[src/rtl/mc_ctrl.sv]
// Multi-cycle MIPS control unit: sequences FETCH/DECODE/EXE/MEM/WB with
// instruction/data memory ready handshakes and counts retired instructions.
// Note: rst_n keeps its legacy name but is an ACTIVE-HIGH asynchronous reset.
module mc_ctrl #(
   parameter int unsigned ALUOP_W   = 3,
   parameter bit          ENABLE_JR = 1'b1,
   parameter int unsigned CNT_W     = 32
) (
   input  logic               clk,
   input  logic               rst_n,
   input  logic [5:0]         OP,
   input  logic [5:0]         Funct,
   input  logic               Zero,
   input  logic               imem_ready,
   input  logic               dmem_ready,
   output logic               PCWr,
   output logic               IRWr,
   output logic               RFWr,
   output logic               DMWr,
   output logic               DMRd,
   output logic               BSel,
   output logic [1:0]         WDSel,
   output logic [1:0]         GPRSel,
   output logic [1:0]         NPCOp,
   output logic [1:0]         EXTOp,
   output logic [ALUOP_W-1:0] ALUOp,
   output logic [2:0]         state,
   output logic               instr_done,
   output logic               illegal,
   output logic [CNT_W-1:0]   instr_cnt
);

   // FSM state encodings (visible on the state port)
   localparam logic [2:0] S_FETCH  = 3'd0;
   localparam logic [2:0] S_DECODE = 3'd1;
   localparam logic [2:0] S_EXE    = 3'd2;
   localparam logic [2:0] S_MEM    = 3'd3;
   localparam logic [2:0] S_WB     = 3'd4;

   // Primary opcodes
   localparam logic [5:0] OP_RTYPE = 6'b000000;
   localparam logic [5:0] OP_ORI   = 6'b001101;
   localparam logic [5:0] OP_ADDI  = 6'b001000;
   localparam logic [5:0] OP_LW    = 6'b100011;
   localparam logic [5:0] OP_SW    = 6'b101011;
   localparam logic [5:0] OP_BEQ   = 6'b000100;
   localparam logic [5:0] OP_JAL   = 6'b000011;

   // R-type function codes
   localparam logic [5:0] FN_ADDU = 6'b100001;
   localparam logic [5:0] FN_SUBU = 6'b100011;
   localparam logic [5:0] FN_OR   = 6'b100101;
   localparam logic [5:0] FN_AND  = 6'b100100;
   localparam logic [5:0] FN_SLT  = 6'b101010;
   localparam logic [5:0] FN_JR   = 6'b001000;

   // ALU operations
   localparam logic [ALUOP_W-1:0] ALU_ADD = ALUOP_W'(0);
   localparam logic [ALUOP_W-1:0] ALU_SUB = ALUOP_W'(1);
   localparam logic [ALUOP_W-1:0] ALU_OR  = ALUOP_W'(2);
   localparam logic [ALUOP_W-1:0] ALU_AND = ALUOP_W'(3);
   localparam logic [ALUOP_W-1:0] ALU_SLT = ALUOP_W'(4);

   // Datapath select encodings
   localparam logic [1:0] WD_ALU   = 2'b00;
   localparam logic [1:0] WD_DM    = 2'b01;
   localparam logic [1:0] WD_PC4   = 2'b10;
   localparam logic [1:0] GPR_RD   = 2'b00;
   localparam logic [1:0] GPR_RT   = 2'b01;
   localparam logic [1:0] GPR_RA   = 2'b10;
   localparam logic [1:0] NPC_PC4  = 2'b00;
   localparam logic [1:0] NPC_BR   = 2'b01;
   localparam logic [1:0] NPC_J    = 2'b10;
   localparam logic [1:0] NPC_JR   = 2'b11;
   localparam logic [1:0] EXT_ZERO = 2'b00;
   localparam logic [1:0] EXT_SIGN = 2'b01;

   logic [2:0]         state_nxt;
   logic               is_rtype;
   logic               is_jr;
   logic               is_ori;
   logic               is_addi;
   logic               is_lw;
   logic               is_sw;
   logic               is_beq;
   logic               is_jal;
   logic               is_ill;
   logic [ALUOP_W-1:0] alu_dec;
   logic [1:0]         ext_dec;
   logic               bsel_dec;
   logic [1:0]         gpr_dec;
   logic [1:0]         wd_dec;

   // Instruction class and the selects held for the whole instruction
   always_comb begin
      is_rtype = 1'b0;
      is_jr    = 1'b0;
      is_ori   = 1'b0;
      is_addi  = 1'b0;
      is_lw    = 1'b0;
      is_sw    = 1'b0;
      is_beq   = 1'b0;
      is_jal   = 1'b0;
      alu_dec  = ALU_ADD;
      ext_dec  = EXT_ZERO;
      bsel_dec = 1'b0;
      gpr_dec  = GPR_RD;
      wd_dec   = WD_ALU;
      case (OP)
         OP_RTYPE: begin
            case (Funct)
               FN_ADDU: begin is_rtype = 1'b1; alu_dec = ALU_ADD; end
               FN_SUBU: begin is_rtype = 1'b1; alu_dec = ALU_SUB; end
               FN_OR:   begin is_rtype = 1'b1; alu_dec = ALU_OR;  end
               FN_AND:  begin is_rtype = 1'b1; alu_dec = ALU_AND; end
               FN_SLT:  begin is_rtype = 1'b1; alu_dec = ALU_SLT; end
               FN_JR:   is_jr = ENABLE_JR;
               default: ;
            endcase
            if (is_rtype) begin
               gpr_dec = GPR_RD;
               wd_dec  = WD_ALU;
            end
         end
         OP_ORI: begin
            is_ori   = 1'b1;
            alu_dec  = ALU_OR;
            ext_dec  = EXT_ZERO;
            bsel_dec = 1'b1;
            gpr_dec  = GPR_RT;
         end
         OP_ADDI: begin
            is_addi  = 1'b1;
            alu_dec  = ALU_ADD;
            ext_dec  = EXT_SIGN;
            bsel_dec = 1'b1;
            gpr_dec  = GPR_RT;
         end
         OP_LW: begin
            is_lw    = 1'b1;
            alu_dec  = ALU_ADD;
            ext_dec  = EXT_SIGN;
            bsel_dec = 1'b1;
            gpr_dec  = GPR_RT;
            wd_dec   = WD_DM;
         end
         OP_SW: begin
            is_sw    = 1'b1;
            alu_dec  = ALU_ADD;
            ext_dec  = EXT_SIGN;
            bsel_dec = 1'b1;
         end
         OP_BEQ: begin
            is_beq   = 1'b1;
            alu_dec  = ALU_SUB;
            ext_dec  = EXT_SIGN;
         end
         OP_JAL: begin
            is_jal   = 1'b1;
            gpr_dec  = GPR_RA;
            wd_dec   = WD_PC4;
         end
         default: ;
      endcase
      is_ill = ~(is_rtype | is_jr | is_ori | is_addi | is_lw | is_sw | is_beq | is_jal);
   end

   // State register; reset is asynchronous and active-high
   always_ff @(posedge clk or posedge rst_n) begin
      if (rst_n) state <= S_FETCH;
      else       state <= state_nxt;
   end

   // Next state and datapath controls; everything is forced low during reset
   always_comb begin
      state_nxt  = state;
      PCWr       = 1'b0;
      IRWr       = 1'b0;
      RFWr       = 1'b0;
      DMWr       = 1'b0;
      DMRd       = 1'b0;
      BSel       = 1'b0;
      WDSel      = WD_ALU;
      GPRSel     = GPR_RD;
      NPCOp      = NPC_PC4;
      EXTOp      = EXT_ZERO;
      ALUOp      = ALU_ADD;
      instr_done = 1'b0;
      illegal    = 1'b0;
      if (rst_n) begin
         state_nxt = S_FETCH;
      end else begin
         if (state == S_DECODE || state == S_EXE || state == S_MEM || state == S_WB) begin
            BSel   = bsel_dec;
            WDSel  = wd_dec;
            GPRSel = gpr_dec;
            EXTOp  = ext_dec;
            ALUOp  = alu_dec;
         end
         case (state)
            S_FETCH: begin
               IRWr  = imem_ready;
               PCWr  = imem_ready;
               NPCOp = NPC_PC4;
               if (imem_ready) state_nxt = S_DECODE;
            end
            S_DECODE: begin
               if (is_jal) begin
                  PCWr       = 1'b1;
                  NPCOp      = NPC_J;
                  RFWr       = 1'b1;
                  instr_done = 1'b1;
                  state_nxt  = S_FETCH;
               end else if (is_jr) begin
                  PCWr       = 1'b1;
                  NPCOp      = NPC_JR;
                  instr_done = 1'b1;
                  state_nxt  = S_FETCH;
               end else if (is_ill) begin
                  illegal    = 1'b1;
                  state_nxt  = S_FETCH;
               end else begin
                  state_nxt  = S_EXE;
               end
            end
            S_EXE: begin
               if (is_beq) begin
                  PCWr       = Zero;
                  NPCOp      = NPC_BR;
                  instr_done = 1'b1;
                  state_nxt  = S_FETCH;
               end else if (is_lw || is_sw) begin
                  state_nxt  = S_MEM;
               end else begin
                  state_nxt  = S_WB;
               end
            end
            S_MEM: begin
               if (is_lw) begin
                  DMRd = 1'b1;
                  if (dmem_ready) state_nxt = S_WB;
               end else if (is_sw) begin
                  DMWr = 1'b1;
                  if (dmem_ready) begin
                     instr_done = 1'b1;
                     state_nxt  = S_FETCH;
                  end
               end else begin
                  state_nxt = S_FETCH;
               end
            end
            S_WB: begin
               RFWr       = 1'b1;
               instr_done = 1'b1;
               state_nxt  = S_FETCH;
            end
            default: state_nxt = S_FETCH;
         endcase
      end
   end

   // Retired-instruction counter, wraps naturally at all-ones
   always_ff @(posedge clk or posedge rst_n) begin
      if (rst_n)           instr_cnt <= '0;
      else if (instr_done) instr_cnt <= instr_cnt + CNT_W'(1);
   end

endmodule
[config.mk]
export PLATFORM = sky130hd
export DESIGN_NAME = mc_ctrl
export DESIGN_NICKNAME = d
export VERILOG_FILES = /design/src/rtl/mc_ctrl.sv
export SDC_FILE = /design/constraint.sdc
export NUM_CORES = 1
export LEC_CHECK = 0
export CORE_MARGIN = 5
export CORE_UTILIZATION = 45
export DETAILED_ROUTE_END_ITERATION = 8
export GPL_TIMING_DRIVEN = 0
export HOLD_SLACK_MARGIN = 0.08
export PLACE_DENSITY_LB_ADDON = 0.15
export SLEW_MARGIN = 20
export SYNTH_ARGS = -nofsm -noshare
export SYNTH_HDL_FRONTEND = slang
export SYNTH_SLANG_ARGS = --single-unit
[constraint.sdc]
create_clock -name clk -period 10.6 [get_ports clk]
set_clock_uncertainty 0.05 [all_clocks]
set_input_delay 2.12 -clock clk [delete_from_list [all_inputs] [get_ports clk]]
set_output_delay 2.12 -clock clk [all_outputs]
set_load 0.02 [all_outputs]
==> results.py, run 1 <==
metrics = {
    "grt": {
        "overflow": 0,
        "grt_antenna_before_repair": 0,
        "track_usage": 0.190,
        "grt_start_max_net_pins": 37,
        "grt_pass1_wl_um": 9650,
        "first_global_vias": 2063,
    },
    "synth": {
        "largest_family_of_logic_cells_by_synthesized_area": "simple AND/OR/NAND/NOR gates",
        "sequential_element_share_of_the_synthesized_area": 0.398,
        "share_of_the_synthesized_netlist_area_taken_by_xor_and_xnor_gates": 0.135,
        "synthFlopType": "sky130_fd_sc_hd__dfrtp_1",
        "synthesis.area_um2": 2200,
        "synth.area.top_cells": "sky130_fd_sc_hd__dfrtp_1 40%, sky130_fd_sc_hd__xnor2_1 8.0%, sky130_fd_sc_hd__xor2_1 5.6%, sky130_fd_sc_hd__nand2_1 4.6%, sky130_fd_sc_hd__nor4_1 4.3%",
        "yosysUniqueCellTypes": 45,
        "avgSynthCellArea_um2": 8.90,
        "synthSimpleGateAreaFrac": 0.349,
        "synth_compound_area_frac": 0.0598,
        "asyncSetResetFlopFracSynth": 1.00,
        "post_synth_fa_ha_maj_area_fraction": 0.00569,
        "synth.top_cell.area_share": 0.398,
        "postSynthRegisterBits": 35,
        "synth_top_area_cell": "sky130_fd_sc_hd__dfrtp_1",
        "number_of_enable_flip_flop_cells_after_synthesis": 0,
        "postSynthCellCount": 247,
        "synth_fp_nets": 265,
        "synth_warnings": 0,
        "synth_mux_area_frac": 0,
    },
    "setup_path": {
        "crit_path_max_fanout": 36,
        "critical_path.startpoint_type": "input port",
        "crit_chain": "clkbuf_1, inv_2, nand3_1, or4b_1, o311a_1, buf_6, inv_2, buf_4, clkdlybuf4s50_1",
        "critical-path-max-stage-delay_ns": 0.67,
        "crit_type": "input port to primary output",
        "timing.critical_path.slowest_stage_cell": "sky130_fd_sc_hd__or4b_1",
        "cp_data_arrival_time_ns": 5.37,
        "timing.rr.end": "instr_cnt[30]$_DFFE_PP0P_",
        "cell_family_with_the_largest_share_of_critical_path_delay": "buffers and inverters",
        "timing.critical_path.depth": 9,
        "worstSetupEndpointType": "primary output",
        "critPathMostFrequentCell": "sky130_fd_sc_hd__inv_2",
        "worst_r2r_setup_slack_ns": 7.87,
        "start_point_of_the_critical_path": "rst_n",
        "r2r_cells": 10,
        "critical_path.n_buffers_inverters": 6,
        "cp.required_ns": 8.43,
        "worst_setup_path_endpoint": "instr_done",
        "worst_r2r_startpoint": "state[2]$_DFFE_PP0P_",
    },
    "finish": {
        "antenna_diode_count": 0,
        "instances_no_fill": 389,
        "post_route_cells_drive_above_1_share": 0.0683,
        "fin_nets": 339,
        "layout.core_utilization": 0.643,
        "filler_cell_count": 414,
        "area_delta_synth_final_pct": 38.2,
    },
    "pwr": {
        "worst_vdd_rail_ir_drop_mv": 0.0654,
        "power.combinational.fraction": 0.117,
        "p_per_area_nw_per_um2": 86.3,
        "power.leakage_uw": 0.00126,
        "seq_power_share": 0.520,
        "switching_share": 0.260,
        "clkPwrFrac": 0.363,
        "power_switching_uw": 68.0,
        "cellInternalPower_uw": 194,
    },
    "clock_network": {
        "clock_tree_from_tritoncts": "built",
        "clkLatencyLatePin_ns": 0.29,
        "clock_sink_count": 35,
        "cts-resized-gates": 0,
        "max-clock-path-buffers": 2,
        "holdBufCountCts": 0,
        "ctsHtreeMaxLevel": 2,
        "numCtsBuffers": 5,
        "cts_root_buf": "sky130_fd_sc_hd__clkbuf_8",
        "post-cts-setup-buffers": 0,
        "clk_transition_reported_paths_ns": 0.07,
    },
    "placement": {
        "io_port_bufs": 67,
        "placed_wire_length_estimate_um": 4270,
        "placedCellCount": 381,
        "detailedPlace.worstSlack_ns": 2.99,
        "placer_congestion_estimate": 0.886,
    },
    "outcome": {
        "run_status": "complete, no violations",
    },
    "floorplan": {
        "placeableCoreArea_um2": 4720,
        "die_height_um": 79.9,
        "top_level_ports": 71,
        "die_area_um2": 6380,
        "floorplan.initialDensity": 0.465,
        "rows": 25,
        "die_width_um": 79.9,
    },
    "drt": {
        "detailroute.via_count": 2111,
        "drt-pass1-iter-count": 4,
        "final_antenna_net_count": 0,
        "route.final.wire_length_um": 5730,
        "drc": 0,
        "wl_per_cell_um": 14.7,
        "detail_route.vias_per_cell": 5.43,
        "first_iter_violations": 122,
    },
    "timing": {
        "setup-tns-final_ns": 0,
        "final_max_slew_viol_count": 0,
        "final.setup.worst_slack_ns": 3.06,
        "timing.slew.headroom": 0.508,
        "min_period_ns": 7.54,
        "final.period_utilization": 0.711,
        "tightest_slew_ns": 0.737,
        "hold_violations": 0,
        "fmax_mhz": 133,
        "setup-violations-final": 0,
        "unrepaired_setup_endpoints_after_global_routing": "false",
    },
    "worst_hold_path": {
        "hold_class": "flop to flop",
    },
    "job": {
        "max-cap-violations": 0,
    },
}
==> synth_stat cells, types with 7 or more instances <==
cell,count
sky130_fd_sc_hd__nor4_1,15
sky130_fd_sc_hd__dfrtp_1,35
sky130_fd_sc_hd__clkbuf_1,9
sky130_fd_sc_hd__inv_1,7
sky130_fd_sc_hd__nor3_1,15
sky130_fd_sc_hd__nand4_1,10
sky130_fd_sc_hd__xor2_1,14
sky130_fd_sc_hd__nand3_1,15
sky130_fd_sc_hd__nand2_1,27
sky130_fd_sc_hd__nor2_1,16
sky130_fd_sc_hd__xnor2_1,20
==> power groups by stage <==
stage	Clock [uW]	Combinational (uW)	Sequential, uW
final	95.3	30.6	136
after global routing	102	33.7	137
after CTS	98.4	30.6	136
after detailed placement	0	30.5	139
after global placement	0	30.1	139
after floorplan	0	15.1	140
==> through the flow <==
| step | power [uW] | cell area [um2] | hold slack, ns |
|---|---|---|---|
| finish | 262 | 3040 | 0.426 |
| global route | 273 | 3040 | 0.456 |
| CTS | 265 | 3040 | 0.429 |
| detailed placement | 169 | 2950 | 0.406 |
| global placement | 169 | 2950 | 0.417 |
| floorplan | 155 | 2200 | 0.528 |
==> registers in the layout (all words and copies together) (netlist names) <==
name	cells
instr_cnt	32
state	3
==> cell usage in the layout, fill, tap and decap left out, drive strengths merged, types with 2 or more instances in the layout <==
master         synthesis  layout
nor3b                  2       2
or2                    3       3
nand2b                 3       3
nor3                  15      15
o31ai                  2       2
clkdlybuf4s50          0      67
nor4                  17      17
a21oi                  6       6
buf                    6       6
clkbuf                 9      15
or4b                   3       3
nand4                 10      10
o21ai                  2       2
nor2                  16      16
nand4b                 4       4
nand2                 27      27
o22ai                  2       2
inv                    8       8
and3                   6       6
nor2b                  4       4
a31oi                  2       2
nand3                 15      15
or3                    4       4
xor2                  14      14
xnor2                 20      20
dfrtp                 35      35
==> kinds of logic after synthesis <==
kind of cell / after synthesis
AOI/OAI and AO/OA: 19
buffers and inverters: 23
other: 1
adders and majority gates: 1
DFF: 35
xor gates and xnor gates: 34
and+or+nand+nor: 134
==> area by class of cell <==
type                    instances  area (um2)  share of cell area
multi-input cells             189        1210               0.399
flip-flops and latches         35         876               0.288
repair buffers                 67         671               0.221
well taps                      67        83.8              0.0276
plain buffers                  15        80.1              0.0264
clock buffers                   6        72.6              0.0239
inverters                       8        30.0             0.00988
clock inverters                 2        12.5             0.00412
==> layer usage <==
layer / vias to the layer above / wire (um) / GRT usage
li1: 1023 / - / -
met1: 1015 / 2750 / 0.252
met2: 64 / 2540 / 0.303
met3: 9 / 352 / 0.0485
met4: 0 / 81 / 0.0557
met5: - / 0 / 0
==> worst min path at each step <==
stage | start | endpoint | slack [ns] | cells past startpoint
floorplan | instr_cnt[31]$_DFFE_PP0P_ | instr_cnt[31]$_DFFE_PP0P_ | 0.53 | 1
global placement | instr_cnt[31]$_DFFE_PP0P_ | instr_cnt[31]$_DFFE_PP0P_ | 0.42 | 1
detailed placement | instr_cnt[31]$_DFFE_PP0P_ | instr_cnt[31]$_DFFE_PP0P_ | 0.41 | 1
CTS | instr_cnt[31]$_DFFE_PP0P_ | instr_cnt[31]$_DFFE_PP0P_ | 0.43 | 1
global route | instr_cnt[31]$_DFFE_PP0P_ | instr_cnt[31]$_DFFE_PP0P_ | 0.46 | 1
finish | instr_cnt[31]$_DFFE_PP0P_ | instr_cnt[31]$_DFFE_PP0P_ | 0.43 | 1
(Power assumes the default switching activity.)
==> run 2, diff against run 1 <==
--- a/config.mk
+++ b/config.mk
@@ -6,7 +6,7 @@
 export NUM_CORES = 1
 export LEC_CHECK = 0
 export CORE_MARGIN = 5
-export CORE_UTILIZATION = 45
+export CORE_UTILIZATION = 42
 export DETAILED_ROUTE_END_ITERATION = 8
 export GPL_TIMING_DRIVEN = 0
 export HOLD_SLACK_MARGIN = 0.08
==> constraint.sdc (replaced) <==
create_clock -name clk -period 6.89 [get_ports clk]
set_clock_uncertainty 0.05 [all_clocks]
set_input_delay 1.378 -clock clk [delete_from_list [all_inputs] [get_ports clk]]
set_output_delay 1.378 -clock clk [all_outputs]
set_load 0.02 [all_outputs]
==> run 2 against run 1 <==
Compared with the run above:
- via count down 2.9%
- critical path depth is the same
- design area is 1.0% higher
- first-iteration DRC count shrank 18%
- clock power up 97%
- largest cell class unchanged
==> results.py, run 2 (same netlist as run 1, synthesis figures left out) <==
metrics = {
    "finish": {
        "post_route_cells_drive_above_1_share": 0.0714,
        "top_reg_by_flops": "instr_cnt",
        "instances_no_fill": 392,
        "antenna_diode_count": 0,
        "largest_reg_flops": 32,
        "area_delta_synth_final_pct": 39.6,
        "reg.largest.list": "instr_cnt (32), state (3)",
        "leading_cell_type_in_the_layout_fill_and_taps_excluded": "sky130_fd_sc_hd__clkdlybuf4s50_1",
        "final_area_um2": 3070,
        "fin_nets": 339,
        "mostFrequentLayoutCells": "67 x sky130_fd_sc_hd__clkdlybuf4s50_1, 35 x sky130_fd_sc_hd__dfrtp_1, 27 x sky130_fd_sc_hd__nand2_1, 20 x sky130_fd_sc_hd__xnor2_1, 16 x sky130_fd_sc_hd__nor2_1",
    },
    "floorplan": {
        "rows": 26,
        "die_area_um2": 6780,
        "floorplan.initialDensity": 0.430,
        "top_level_ports": 71,
        "die_width_um": 82.3,
        "placeableCoreArea_um2": 5110,
        "die_height_um": 82.3,
    },
    "grt": {
        "grt_pass1_wl_um": 9750,
        "track_usage": 0.185,
        "first_global_vias": 2005,
        "grt_antenna_before_repair": 0,
        "overflow": 0,
        "grt_start_max_net_pins": 37,
    },
    "timing": {
        "timing.slew.headroom": 0.502,
        "tightest_slew_ns": 0.747,
        "whs_ns": 0.422,
        "min_period_ns": 6.05,
        "setup-violations-final": 0,
        "setup-tns-final_ns": 0,
        "final_max_slew_viol_count": 0,
        "unrepaired_setup_endpoints_after_global_routing": "false",
        "fmax_mhz": 165,
        "hold_violations": 0,
        "final.period_utilization": 0.878,
    },
    "setup_path": {
        "worst_r2r_startpoint": "state[2]$_DFFE_PP0P_",
        "start_point_of_the_critical_path": "rst_n",
        "crit_path_max_fanout": 36,
        "cell_family_with_the_largest_share_of_critical_path_delay": "buffers and inverters",
        "critPathMostFrequentCell": "sky130_fd_sc_hd__inv_2",
        "crit_type": "input port to primary output",
        "cp_data_arrival_time_ns": 4.62,
        "crit_chain": "clkbuf_1, inv_2, nand3_1, or4b_1, o311a_1, buf_6, inv_2, buf_4, clkdlybuf4s50_1",
        "cp.required_ns": 5.46,
        "critical_path.n_buffers_inverters": 6,
        "critical_path.startpoint_type": "input port",
        "worstSetupEndpointType": "primary output",
        "critical-path-max-stage-delay_ns": 0.66,
        "timing.critical_path.slowest_stage_cell": "sky130_fd_sc_hd__or4b_1",
    },
    "clock_network": {
        "max-clock-path-buffers": 2,
        "post-cts-setup-buffers": 0,
        "cts-resized-gates": 0,
        "holdBufCountCts": 0,
        "cts_root_buf": "sky130_fd_sc_hd__clkbuf_8",
        "ctsHtreeMaxLevel": 2,
        "clock_sink_count": 35,
        "numCtsBuffers": 5,
        "clkLatencyLatePin_ns": 0.30,
        "clk_transition_reported_paths_ns": 0.08,
        "clock_tree_from_tritoncts": "built",
    },
    "drt": {
        "route.final.wire_length_um": 5830,
        "final_antenna_net_count": 0,
        "drt-pass1-iter-count": 4,
        "detail_route.vias_per_cell": 5.23,
        "detailroute.via_count": 2049,
        "first_iter_violations": 100,
        "drc": 0,
        "wl_per_cell_um": 14.9,
    },
    "pwr": {
        "cellInternalPower_uw": 336,
        "worst_vdd_rail_ir_drop_mv": 0.123,
        "clkPwrFrac": 0.423,
        "switching_share": 0.246,
        "p_per_area_nw_per_um2": 145,
        "seq_power_share": 0.471,
        "power.leakage_uw": 0.00127,
        "power.combinational.fraction": 0.105,
        "power_switching_uw": 109,
    },
    "placement": {
        "placer_congestion_estimate": 0.869,
        "detailed_place.area_um2": 2960,
        "io_port_bufs": 67,
        "placedCellCount": 384,
        "placed_wire_length_estimate_um": 4310,
    },
    "outcome": {
        "run_status": "complete, no violations",
    },
    "worst_hold_path": {
        "hold_class": "flop to flop",
        "hold_path.startpoint": "instr_cnt[31]$_DFFE_PP0P_",
    },
    "job": {
        "max-cap-violations": 0,
    },
}
run 2: final cells by class:
cell class / instances / area, um2
Sequential cell: 35 / 876
Inverter: 8 / 30.0
Timing Repair Buffer: 67 / 671
Buffer: 15 / 80.1
Clock buffer: 5 / 68.8
Tap cell: 70 / 87.6
Clock inverter: 3 / 43.8
Fill cell: 480 / 2040
Multi-Input combinational cell: 189 / 1210
run 2: worst paths after layout:
check,endpoint,slack (ns),cells after the start
worst min-delay path,instr_cnt[31]$_DFFE_PP0P_,0.42,1
worst max register to register,instr_cnt[26]$_DFFE_PP0P_,4.16,10
max in group asynchronous,instr_cnt[22]$_DFFE_PP0P_,5.00,2
worst min register to register,instr_cnt[31]$_DFFE_PP0P_,0.42,1
min in group asynchronous,instr_cnt[17]$_DFFE_PP0P_,1.32,2
worst max-delay path,instr_done,0.84,9
run 2: metrics by stage:
stage               setup slack [ns]  utilization  power, uW
detailed placement             0.761        0.579        261
global placement               0.154        0.579        260
finish                         0.838        0.601        445
floorplan                       1.56            -        238
global route                   0.525        0.601        462
CTS                            0.767        0.601        449
run 2: power by group through the flow:
stage                     Clock (uW)  Combinational [uW]  Sequential [uW]
final                            188                46.9              210
after CTS                        192                47.2              210
after floorplan                    0                23.2              215
after detailed placement           0                47.0              214
after global placement             0                46.5              214
after global routing             200                51.8              210
run 2: worst register-to-register path, cell delays in order (launching register included):
cell	delay, ns
sky130_fd_sc_hd__dfrtp_1	0.34
sky130_fd_sc_hd__buf_2	0.20
sky130_fd_sc_hd__or3_1	0.13
sky130_fd_sc_hd__nand3_1	0.30
sky130_fd_sc_hd__or4b_1	0.66
sky130_fd_sc_hd__o311a_1	0.16
sky130_fd_sc_hd__buf_6	0.16
sky130_fd_sc_hd__inv_2	0.13
sky130_fd_sc_hd__buf_4	0.21
sky130_fd_sc_hd__nand4_1	0.12
sky130_fd_sc_hd__xnor2_1	0.17
run 2: per-layer routing:
layer	wire length [um]	up-vias	global-route usage
met4	69	0	0.0565
met5	0	-	0
li1	-	1026	-
met3	234	6	0.0369
met2	2610	52	0.283
met1	2920	965	0.264
